===== config.mk =====
export PLATFORM = sky130hd
export DESIGN_NAME = stream_mux_arb
export DESIGN_NICKNAME = d
export VERILOG_FILES = /design/src/rtl/stream_mux_pkg.sv /design/src/rtl/stream_mux_arb_rr_arbiter.sv /design/src/rtl/stream_mux_arb.sv
export SDC_FILE = /design/constraint.sdc
export NUM_CORES = 1
export LEC_CHECK = 0
export BUFFER_PORTS_ARGS = -buffer_cell sky130_fd_sc_hd__buf_2
export CAP_MARGIN = 30
export CORE_MARGIN = 2
export CORE_UTILIZATION = 36
export CTS_CLUSTER_SIZE = 8
export DETAILED_ROUTE_END_ITERATION = 10
export GPL_ROUTABILITY_DRIVEN = 0
export PLACE_DENSITY = 0.77
export SLEW_MARGIN = 5
export SYNTH_ARGS = -nofsm -noshare
export SYNTH_HDL_FRONTEND = slang
export SYNTH_HIERARCHICAL = 1
export SYNTH_SLANG_ARGS = --single-unit

===== constraint.sdc =====
create_clock -name clk -period 1.1 [get_ports clk]
set_clock_uncertainty 0.05 [all_clocks]
set_input_delay 0.055 -clock clk [delete_from_list [all_inputs] [get_ports clk]]
set_output_delay 0.055 -clock clk [all_outputs]
set_load 0.005 [all_outputs]

===== src/rtl/stream_mux_pkg.sv =====
// rtl/stream_mux_pkg.sv - shared types and helpers for the N:1 stream mux
package stream_mux_pkg;

    typedef enum logic {
        MODE_SEL = 1'b0,
        MODE_RR  = 1'b1
    } mux_mode_e;

    // Channel-index width that never collapses to zero bits.
    function automatic int clog2_min1(input int n);
        return (n <= 2) ? 1 : $clog2(n);
    endfunction

endpackage


===== src/rtl/stream_mux_arb_rr_arbiter.sv =====
// rtl/stream_mux_arb_rr_arbiter.sv - round-robin arbiter holding its own last-grant pointer
module rr_arbiter
    import stream_mux_pkg::*;
#(
    parameter int NUM_CH = 4,
    localparam int SEL_W = clog2_min1(NUM_CH)
) (
    input  logic              clk,
    input  logic              reset,
    input  logic [NUM_CH-1:0] req,
    input  logic              adv,
    output logic [SEL_W-1:0]  gnt_idx,
    output logic              gnt_vld
);

    logic [SEL_W-1:0] rr_ptr;

    // Scan downward so the channel nearest rr_ptr+1 is written last and wins.
    always_comb begin
        gnt_idx = '0;
        gnt_vld = 1'b0;
        for (int i = NUM_CH; i >= 1; i--) begin
            if (req[(int'(rr_ptr) + i) % NUM_CH]) begin
                gnt_idx = SEL_W'((int'(rr_ptr) + i) % NUM_CH);
                gnt_vld = 1'b1;
            end
        end
    end

    always_ff @(posedge clk) begin
        if (reset) begin
            rr_ptr <= SEL_W'(NUM_CH - 1);
        end else if (adv) begin
            rr_ptr <= gnt_idx;
        end
    end

endmodule


===== src/rtl/stream_mux_arb.sv =====
// rtl/stream_mux_arb.sv - N:1 stream mux with select or round-robin grant and a registered output
module stream_mux_arb
    import stream_mux_pkg::*;
#(
    parameter int        NUM_CH = 4,
    parameter int        DATA_W = 8,
    parameter mux_mode_e MODE   = MODE_SEL,
    localparam int       SEL_W  = clog2_min1(NUM_CH)
) (
    input  logic                     clk,
    input  logic                     reset,
    input  logic [SEL_W-1:0]         sel_i,
    input  logic [NUM_CH-1:0]        in_valid_i,
    input  logic [NUM_CH*DATA_W-1:0] in_data_i,
    output logic [NUM_CH-1:0]        in_ready_o,
    output logic                     out_valid_o,
    output logic [DATA_W-1:0]        out_data_o,
    output logic [SEL_W-1:0]         out_ch_o,
    input  logic                     out_ready_i
);

    logic             load_en;
    logic             gnt_vld;
    logic             xfer;
    logic [SEL_W-1:0] gnt_idx;

    assign load_en = !out_valid_o || out_ready_i;

    generate
        if (MODE == MODE_RR) begin : g_rr
            logic sel_unused;
            assign sel_unused = ^sel_i;

            rr_arbiter #(
                .NUM_CH (NUM_CH)
            ) u_arb (
                .clk     (clk),
                .reset   (reset),
                .req     (in_valid_i),
                .adv     (xfer),
                .gnt_idx (gnt_idx),
                .gnt_vld (gnt_vld)
            );
        end else begin : g_sel
            assign gnt_idx = sel_i;
            assign gnt_vld = (int'(sel_i) < NUM_CH) && in_valid_i[sel_i];
        end
    endgenerate

    // gnt_vld already implies the granted channel is valid, so ready doubles as the transfer strobe.
    assign xfer       = !reset && gnt_vld && load_en;
    assign in_ready_o = xfer ? (NUM_CH'(1) << gnt_idx) : '0;

    always_ff @(posedge clk) begin
        if (reset) begin
            out_valid_o <= 1'b0;
            out_data_o  <= '0;
            out_ch_o    <= '0;
        end else if (xfer) begin
            out_valid_o <= 1'b1;
            out_data_o  <= in_data_i[gnt_idx*DATA_W +: DATA_W];
            out_ch_o    <= gnt_idx;
        end else if (out_ready_i) begin
            out_valid_o <= 1'b0;
        end
    end

endmodule


After elaboration in Yosys (flattened, before gate mapping)

Cells that the tools add are included.

Bits in registers: 11
Input bits: 41
Output and inout port bits: 15
Word-level logic and storage cells: 17

Magnitude comparators: 1
Shifts and indexed selects: 2
Muxes and demuxes: 5
Reduce and logical (&&, ||, !) cells: 6

Operators with widths:

| kind                  | number |
|---|---|
| $shiftx A32 B6 Y8     | 1 |
| $mux W4               | 1 |
| $shl A1 B2 Y4 const A | 1 |
| $lt A2 B3 Y1 const B  | 1 |
| $mux W1               | 3 |
| $bmux W1 S2           | 1 |
| $logic_and A1 B1 Y1   | 2 |
| $logic_not A1 Y1      | 2 |
| $reduce_bool A2 Y1    | 1 |
| $logic_or A1 B1 Y1    | 1 |

Depth between registers and ports, before layout

Gate-level depths: netlist of the first run.

Depth in word-level cells: 5
Gate-level depth with buffers: 4
Gate-level depth less buffers: 3

Worst setup path before layout of the first run

Ideal clock, no wire load.

Kind: input to register
Start point: input sel_i[0]
End point: register out_ch_o[0]
Setup time: 0.071 ns
Data arrival time: 1.022 ns
Required time: 0.979 ns
Path slack: -0.043 ns
Cell stages on the path: 4
Path buffers: 1
Cells stage by stage: mux4_2 -> buf_6 -> a31o_1 -> a21oi_2

Longest elaborated chain between the ends: 4

Ends and longest elaborated chain:

| what                              | line                 | RTL |
|---|---|---|
| start, declared                   | stream_mux_arb.sv:12 | `input logic [SEL_W-1:0] sel_i,` |
| $bmux W1 S2                       | stream_mux_arb.sv:46 | `assign gnt_vld = (int'(sel_i) < NUM_CH) && in_valid_i[sel_i];` |
| $mux W1 (not written as such)     | stream_mux_arb.sv:46 |  |
| $logic_and A1 B1 Y1 (2 in series) | stream_mux_arb.sv:51 | `assign xfer = !reset && gnt_vld && load_en;` |
| end signal, assigned              | stream_mux_arb.sv:62 | `out_ch_o <= gnt_idx;` |
| end, declared                     | stream_mux_arb.sv:18 | `output logic [SEL_W-1:0] out_ch_o,` |

Several ways; a longest one is shown, not always the timed one. The select of a mux whose other input is x is not followed.
A chain may end at the register's enable or synchronous reset.

Worst setup path in the final report of the first run

Start point: input sel_i[0]
End point: output in_ready_o[2]

Longest elaborated chain between the ends: 5
Elaborated cells between the ends (all ways): 6
Those cells by class: shift: 1; mux: 3; reduce/logical: 2

Ends and longest elaborated chain:

| what                              | line                 | RTL |
|---|---|---|
| $bmux W1 S2                       | stream_mux_arb.sv:46 |  |
| $mux W1 (not written as such)     | stream_mux_arb.sv:46 |  |
| $logic_and A1 B1 Y1 (2 in series) | stream_mux_arb.sv:51 |  |
| $mux W4 *                         | stream_mux_arb.sv:52 | `assign in_ready_o = xfer ? (NUM_CH'(1) << gnt_idx) : '0;` |
| end, declared                     | stream_mux_arb.sv:15 | `output logic [NUM_CH-1:0] in_ready_o,` |

Mark *: on every way between the ends. The rest lies on a longest branch, timed or not. The select of a mux whose other input is x is not followed.

==> results.ini, run 1 <==
[outcome]
outcome=finished, violations left
violations=negative setup slack

[worst_setup_path]
startpoint_type=primary input
reg2reg_from=out_valid_o$_SDFFE_PP0P_
crit_required_ps=1000
r2r_slack_ps=-140
critPathLaunch=sel_i[0]
cp.arrival_ps=1140
crit_end=in_ready_o[2]
crit_type=in2out
cp_max_fo=12
rr_endpoint=out_data_o[1]$_SDFFE_PP0P_
cp-end-kind=output port
ff2ff_path_depth=6

[sta]
finalHoldViolCount=0
fin_crit_sh=1.13
finalCriticalPeriod_ps=1250
drv_slew=0
relSlewSlack=0.770
fin_ws_ps=-147
tightest_slew_ps=345
fmax_mhz=802
setup_violations=12
rsz0062_at_grt=yes

[yosys]
ys_seq_area_frac=0.276
postSynthCellCount=80
avgSynthCellArea_sq_um=9.98
synth.net_count=121
synth_warnings=6
synthesis.area_sq_um=798
ys_ff_latch=11
synth_top_area_frac=0.276
synth_area_leaders=dfxtp_1, mux4_2, a21oi_2
synth_cell_types=17
yosys.area.top_type=dfxtp_1

[flow_run]
cap_viol_max_count=0

[power]
p_total_mw=1.12
pwr-share-seq=0.393
intPower_uw=789
p_per_area_mw_per_mm2=893
leakagePower_nw=0.577
combPwrFrac=0.356
p_switching_uw=331
swShare=0.296
clkPwrFrac=0.251
ir_drop_uv=444

[drt]
routed_wl_microns=2460
num_vias=923
drt_iter0_markers=20
viasPerCell=5.30
antenna_left=0
drc=0
routedWlPerCell_microns=14.1
dr.pass1.iters=5

[clocking]
hold_buffers=0
cts_tree=built
root_buffer=clkbuf_4
htree_levels=1
cts_buffer_depth=2
clock_latency_ps=270
cts.clk_slew.worst_paths_ps=70
clock-sinks=11
numCtsBuffers=3

[global_route]
grt_pass1_wl_microns=3780
grt_pass1_vias=880
grt_max_degree=13
antenna_found_initial=0
overflow=0
track_usage=0.194

[floorplanning]
rows=17
core_area_sq_mm=0.00215
die_area_sq_mm=0.00261
initial_core_util=0.372
num_io_pins=56
chipHeight_microns=51.1
fp.dieW_microns=51.1

[final_layout]
fin_cells=174
final_nets=188
drive_gt1_frac=0.678
antenna_cells=0
n_fill_cell=188
synthToLayoutAreaGrowth_pct=57.1

[placed_design]
placedCellCount=167
port_buffers=55
place_hpwl_microns=1910

[min_path]
worstHoldPathCells=3
hold_class=in2reg

-- routing by layer --
| metal | part of all wire | wire length [microns] | global-route usage | up-vias |
|---|---|---|---|---|
| li1 | - | - | - | 435 |
| met1 | 0.39 | 949 | 0.227 | 435 |
| met2 | 0.52 | 1280 | 0.327 | 45 |
| met3 | 0.056 | 138 | 0.0205 | 8 |
| met4 | 0.035 | 87 | 0.144 | 0 |
| met5 | 0 | 0 | 0 | - |
-- registers in the layout, indices dropped and copies added, names as in the netlist --
signal	cells
out_data_o	8
out_valid_o	1
out_ch_o	2
-- through the flow --
stage	setup WS, ps	hold slack, ps	area [sq um]	TNS [ps]	utilization
after global placement	-198	386	1160	-2110	0.539
after detailed placement	-228	394	1160	-2380	0.539
final	-147	104	1250	-1100	0.584
after floorplan	-33.7	74.1	800	-46.3	-
after CTS	-153	95.9	1230	-664	0.574
after global routing	-213	123	1250	-1610	0.584
-- logic make-up after synthesis --
| family | Yosys count | share of synthesized area |
|---|---|---|
| flops | 11 | 0.276 |
| simple gates | 16 | 0.114 |
| compound gates | 21 | 0.221 |
| buf+inv | 22 | 0.121 |
| mux | 10 | 0.268 |
-- synth_stat cells --
master,number
nor3_1,2
a31o_2,1
clkbuf_1,5
nand2b_1,1
a21oi_2,9
mux4_2,9
nor2_1,2
buf_4,1
buf_2,2
mux2_2,1
a31o_1,9
nand4_1,10
a21oi_1,2
inv_1,13
dfxtp_1,11
nand3_1,1
buf_6,1
-- placed cells by master (no fill, tap or decap) --
cell type / count
buf_4: 13
a31o_2: 1
nand3_4: 1
clkbuf_1: 1
buf_8: 1
a21oi_2: 9
buf_2: 55
nand4_1: 10
nor2_1: 2
nand2b_4: 1
mux2_2: 1
mux4_2: 9
clkbuf_4: 3
a21oi_1: 2
buf_6: 2
nor3_2: 2
inv_1: 13
a31o_1: 9
dfxtp_1: 10
dfxtp_2: 1
-- critical path, cell delays in order --
cell,delay (ps)
buf_2,100
mux4_2,550
buf_6,180
nand3_4,80
nor3_2,40
buf_2,140
-- worst min-delay path by stage --
stage,start,to
5_1_grt,reset,out_data_o[0]$_SDFFE_PP0P_
2_1_floorplan,reset,out_data_o[5]$_SDFFE_PP0P_
6_report,reset,out_ch_o[0]$_SDFFE_PP0P_
3_3_place_gp,reset,out_ch_o[0]$_SDFFE_PP0P_
4_1_cts,reset,out_ch_o[0]$_SDFFE_PP0P_
3_5_place_dp,reset,out_data_o[6]$_SDFFE_PP0P_
-- power by group through the flow --
stage          Combinational, mW  Sequential (mW)  Clock [mW]
2_1_floorplan              0.202            0.449           0
5_1_grt                    0.432            0.442       0.309
3_5_place_dp               0.365            0.447           0
4_1_cts                    0.388            0.440       0.289
6_report                   0.398            0.440       0.281
3_3_place_gp               0.350            0.446           0
-- final cells by class --
cell class	count	area, sq um	share of cell area
Clock buffer	4	26.3	0.0210
Inverter	13	48.8	0.0389
Multi-Input combinational cell	47	512	0.408
Sequential cell	11	221	0.177
Tap cell	28	35.0	0.0279
Timing Repair Buffer	71	410	0.327
-- repair_timing --
action,4_1_cts,5_1_grt
endpoints found under the setup margin,5,13
cloned,0,0
resized for setup,7,3
buffers inserted,2,1
pin swaps,3,12
No activity file was read; power rests on OpenSTA's default activity.
==> run 2: changes to the inputs <==
CORE_UTILIZATION = 38   (was 36)
CTS_BUF_LIST = sky130_fd_sc_hd__clkbuf_4 sky130_fd_sc_hd__clkbuf_8   (was unset)
PLACE_DENSITY = 0.81   (was 0.77)
==> results.ini, run 2 (synthesis gave the netlist of run 1 again) <==
[final_layout]
synthToLayoutAreaGrowth_pct=60.3
top_regs=out_data_o (8), out_ch_o (2), out_valid_o (1)
largest_reg_flops=8  ; unchanged
drive_gt1_frac=0.685  ; +0.00685
final_nets=188  ; unchanged
n_fill_cell=167  ; -11%
layout_common_cells=buf_2, inv_1, buf_4
antenna_cells=0  ; unchanged
layout_commonest_cell=buf_2
regMostFlops=out_data_o

[power]
p_switching_uw=338  ; +2.0%
pwr-share-seq=0.381  ; -0.012
intPower_uw=816  ; +3.5%
leakagePower_nw=0.586  ; +1.5%
clkPwrFrac=0.268  ; +0.017
ir_drop_uv=448  ; +0.90%
p_per_area_mw_per_mm2=902  ; +0.96%
combPwrFrac=0.352  ; -0.004
swShare=0.293  ; -0.00301

[drt]
viasPerCell=5.14  ; -3.1%
num_vias=889  ; -3.7%
drc=0  ; unchanged
drt_iter0_markers=21  ; +5.0%
routed_wl_microns=2480  ; +0.94%
dr.pass1.iters=4  ; -1
antenna_left=0  ; unchanged
routedWlPerCell_microns=14.3  ; +1.5%

[placed_design]
place_hpwl_microns=1740  ; -8.9%
port_buffers=55  ; unchanged
dpl_worst_slack_ps=-342  ; -115 ps

[worst_setup_path]
crit_type=reg2out
cp.arrival_ps=1110  ; -30 ps
cp_max_fo=5  ; -7
startpoint_type=flip-flop
cp-end-kind=output port
crit_required_ps=1000  ; about the same

[global_route]
antenna_found_initial=0  ; unchanged
grt_pass1_vias=864  ; -1.8%
grt_pass1_wl_microns=3930  ; +3.8%
track_usage=0.211  ; +0.0172
grt_max_degree=14  ; +1
overflow=0  ; unchanged

[min_path]
hold_class=in2reg

[sta]
whs_ps=121  ; +16.7 ps
relSlewSlack=0.758  ; -0.0119
rsz0062_at_grt=yes
finalCriticalPeriod_ps=1210  ; -33.6 ps
tightest_slew_ps=363  ; +18.2 ps
finalHoldViolCount=0  ; unchanged
drv_slew=0  ; unchanged
fmax_mhz=824  ; +2.8%
setup_violations=12  ; unchanged
fin_ws_ps=-113  ; +33.6 ps
fin_crit_sh=1.10  ; -0.0305

[clocking]
htree_levels=1  ; unchanged
cts.clk_slew.worst_paths_ps=70  ; about the same
cts_buffer_depth=2  ; unchanged
cts_tree=built
clock_latency_ps=270  ; about the same
clock-sinks=11  ; unchanged
hold_buffers=0  ; unchanged
root_buffer=clkbuf_4
numCtsBuffers=3  ; unchanged

[outcome]
outcome=finished, violations left
violations=negative setup slack

[floorplanning]
core_area_sq_mm=0.00196  ; -8.7%
die_area_sq_mm=0.00248  ; -4.9%
num_io_pins=56  ; unchanged
initial_core_util=0.407  ; +0.0353
chipHeight_microns=49.8  ; -2.5%
rows=16  ; -1
fp.dieW_microns=49.8  ; -2.5%

[flow_run]
cap_viol_max_count=0  ; unchanged

==> run 2: layout make-up <==
type | instances | area [sq um] | area share
timing repair buffer | 70 | 403 | 0.315
clock buffer | 4 | 30.0 | 0.0235
inverter | 13 | 48.8 | 0.0381
multi-input combinational | 48 | 543 | 0.424
sequential | 11 | 221 | 0.173
tap | 27 | 33.8 | 0.0264
==> run 2: per-layer routing <==
| layer | vias to the layer above | GRT usage | part of all wire |
|---|---|---|---|
| met3 | 3 | 0.0424 | 0.054 |
| met5 | - | 0 | 0 |
| met4 | 0 | 0.162 | 0.011 |
| met1 | 411 | 0.234 | 0.39 |
| met2 | 36 | 0.353 | 0.54 |
| li1 | 439 | - | - |
==> run 2: power by group through the flow <==
stage               sequential, mW  clock (mW)  combinational (mW)
floorplan                    0.449           0               0.202
CTS                          0.439       0.311               0.378
detailed placement           0.446           0               0.343
global route                 0.442       0.333               0.438
global placement             0.445           0               0.330
finish                       0.439       0.309               0.406
==> run 2: worst max-delay path, stage by stage (launching register included) <==
cell and delay, ps:
dfxtp_2 330, nand2b_4 100, nand4_1 160, nor2_1 130, buf_2 110
==> run 2: worst paths after layout <==
path                              startpoint                    endpoint  slack [ps]  cells after the start
setup / recovery    out_valid_o$_SDFFE_PP0P_               in_ready_o[1]        -110                      4
setup reg to reg    out_valid_o$_SDFFE_PP0P_    out_ch_o[0]$_SDFFE_PP0P_         -90                      6
hold reg to reg   out_data_o[7]$_SDFFE_PP0P_  out_data_o[7]$_SDFFE_PP0P_         490                      3
hold / removal                         reset    out_ch_o[0]$_SDFFE_PP0P_         120                      3
==> run 2: what timing repair did <==
item	in CTS	in global routing
gates resized for setup	6	7
gates cloned	1	1
pin swaps	10	5
setup endpoints to repair	13	12
setup buffers	3	3
==> run 2: stage by stage <==
| step | instance area [sq um] | std cells | TNS (ps) | util | total power, mW |
|---|---|---|---|---|---|
| detailed placement | 1130 | 162 | -3010 | 0.575 | 0.789 |
| finish | 1280 | 173 | -496 | 0.652 | 1.15 |
| floorplan | 800 | 80 | -46.3 | - | 0.652 |
| global route | 1280 | 173 | -1280 | 0.652 | 1.21 |
| global placement | 1130 | 162 | -2560 | 0.575 | 0.774 |
| CTS | 1230 | 170 | -443 | 0.625 | 1.13 |
==> run 3: changes to the inputs <==
RECOVER_POWER = 100   (was unset)
==> results.ini, run 3 (synthesis gave the netlist of run 1 again) <==
[outcome]
outcome=finished, violations left
violations=negative setup slack

[drt]
routed_wl_microns=2500  ; +0.52%
antenna_left=0  ; unchanged
routedWlPerCell_microns=14.4  ; +0.52%
drt_iter0_markers=18  ; -14%
drc=0  ; unchanged
viasPerCell=5.14  ; +0.11%
num_vias=890  ; +0.11%
dr.pass1.iters=4  ; unchanged

[power]
ir_drop_uv=447  ; -0.21%
p_per_area_mw_per_mm2=905  ; +0.35%
leakagePower_nw=0.569  ; -2.8%
p_total_mw=1.15  ; about the same

[sta]
tightest_slew_ps=360  ; -3.02 ps
fin_ws_ps=-114  ; -0.440 ps
drv_slew=0  ; unchanged
fmax_mhz=824  ; about the same
relSlewSlack=0.760  ; +0.00201
fin_crit_sh=1.10  ; about the same
rsz0062_at_grt=yes
finalCriticalPeriod_ps=1210  ; +0.440 ps
setup_violations=12  ; unchanged
finalHoldViolCount=0  ; unchanged

[final_layout]
antenna_cells=0  ; unchanged
n_fill_cell=168  ; +0.60%
regMostFlops=out_data_o
synthToLayoutAreaGrowth_pct=59.7
layout_commonest_cell=buf_2
layout_common_cells=buf_2, inv_1, buf_4
final_nets=188  ; unchanged
drive_gt1_frac=0.658  ; -0.0274
top_regs=out_data_o (8), out_ch_o (2), out_valid_o (1)
largest_reg_flops=8  ; unchanged

[min_path]
hold_class=in2reg

[floorplanning]
initial_core_util=0.407  ; unchanged
num_io_pins=56  ; unchanged
die_area_sq_mm=0.00248  ; unchanged
rows=16  ; unchanged
chipHeight_microns=49.8  ; unchanged
core_area_sq_mm=0.00196  ; unchanged
fp.dieW_microns=49.8  ; unchanged

[worst_setup_path]
startpoint_type=flip-flop
r2r_slack_ps=-90  ; about the same
crit_type=reg2out
path_cells=nand2b_4, nand4_1, nor2_1, buf_2
max_stage_delay_ps=330  ; about the same
cp.arrival_ps=1110  ; about the same
crit_buf_inv=1  ; unchanged
path_delay_family=simple AND/OR/NAND/NOR gates
cp-end-kind=output port
crit_required_ps=1000  ; about the same
cp_slowest_cell=dfxtp_2
cp_max_fo=5  ; unchanged

[clocking]
numCtsBuffers=3  ; unchanged
clock-sinks=11  ; unchanged
root_buffer=clkbuf_4
cts.clk_slew.worst_paths_ps=70  ; about the same
clock_latency_ps=270  ; about the same
cts_buffer_depth=2  ; unchanged
htree_levels=1  ; unchanged
hold_buffers=0  ; unchanged
cts_tree=built

[flow_run]
cap_viol_max_count=0  ; unchanged

[global_route]
grt_pass1_wl_microns=3930  ; unchanged
track_usage=0.211  ; unchanged
antenna_found_initial=0  ; unchanged
overflow=0  ; unchanged
grt_max_degree=14  ; unchanged
grt_pass1_vias=864  ; unchanged

[placed_design]
dpl_worst_slack_ps=-342  ; unchanged
place_hpwl_microns=1740  ; unchanged
port_buffers=55  ; unchanged

[run 3: changes by cell type in the layout (fill, tap and decap cells not counted), sizes merged]
cell    change
buf         -4
clkbuf      +4
[run 3: area by class of cell]
| cell class | instances | area, sq um | area share |
|---|---|---|---|
| timing repair buffer | 70 | 398 | 0.312 |
| tap | 27 | 33.8 | 0.0265 |
| sequential | 11 | 221 | 0.174 |
| clock buffer | 4 | 30.0 | 0.0236 |
| multi-input combinational | 48 | 543 | 0.426 |
| inverter | 13 | 48.8 | 0.0383 |
[run 3: path summary, 6_finish.rpt]
| kind | end | depth (start not counted) | startpoint |
|---|---|---|---|
| max | in_ready_o[1] | 4 | out_valid_o$_SDFFE_PP0P_ |
| min | out_ch_o[0]$_SDFFE_PP0P_ | 3 | reset |
| max reg2reg | out_ch_o[0]$_SDFFE_PP0P_ | 6 | out_valid_o$_SDFFE_PP0P_ |
| min reg2reg | out_data_o[7]$_SDFFE_PP0P_ | 3 | out_data_o[7]$_SDFFE_PP0P_ |
[run 3: tightest hold or removal path, cell delays in order]
cell and delay [ps]:
buf_2 90, buf_4 210, a21oi_2 40
[run 3: layer usage]
layer / vias up / routed length, microns / global-route usage
met3: 3 / 129 / 0.0424
met1: 412 / 992 / 0.234
met5: - / 0 / 0
met2: 36 / 1350 / 0.353
li1: 439 / - / -
met4: 0 / 27 / 0.162
[run 3: timing repair]
action,in CTS,in global routing
buffers inserted,3,3
resized for setup,6,7
pin swaps,10,5
endpoints found under the setup margin,13,12
cloned,1,1
[run 3: where the power goes]
group          internal (mW)  switching (mW)  total (mW)  leakage, nW
sequential             0.426          0.0136       0.439       0.0903
combinational          0.223           0.181       0.404        0.461
clock                  0.166           0.144       0.310       0.0184
[run 3: stage by stage]
stage	TNS (ps)	cell area, sq um	hold slack [ps]	util	std cells
final	-498	1270	122	0.650	173
after global routing	-1280	1270	124	0.650	173
after CTS	-443	1230	110	0.625	170
after detailed placement	-3010	1130	403	0.575	162
after global placement	-2560	1130	394	0.575	162
after floorplan	-46.3	800	74.1	-	80
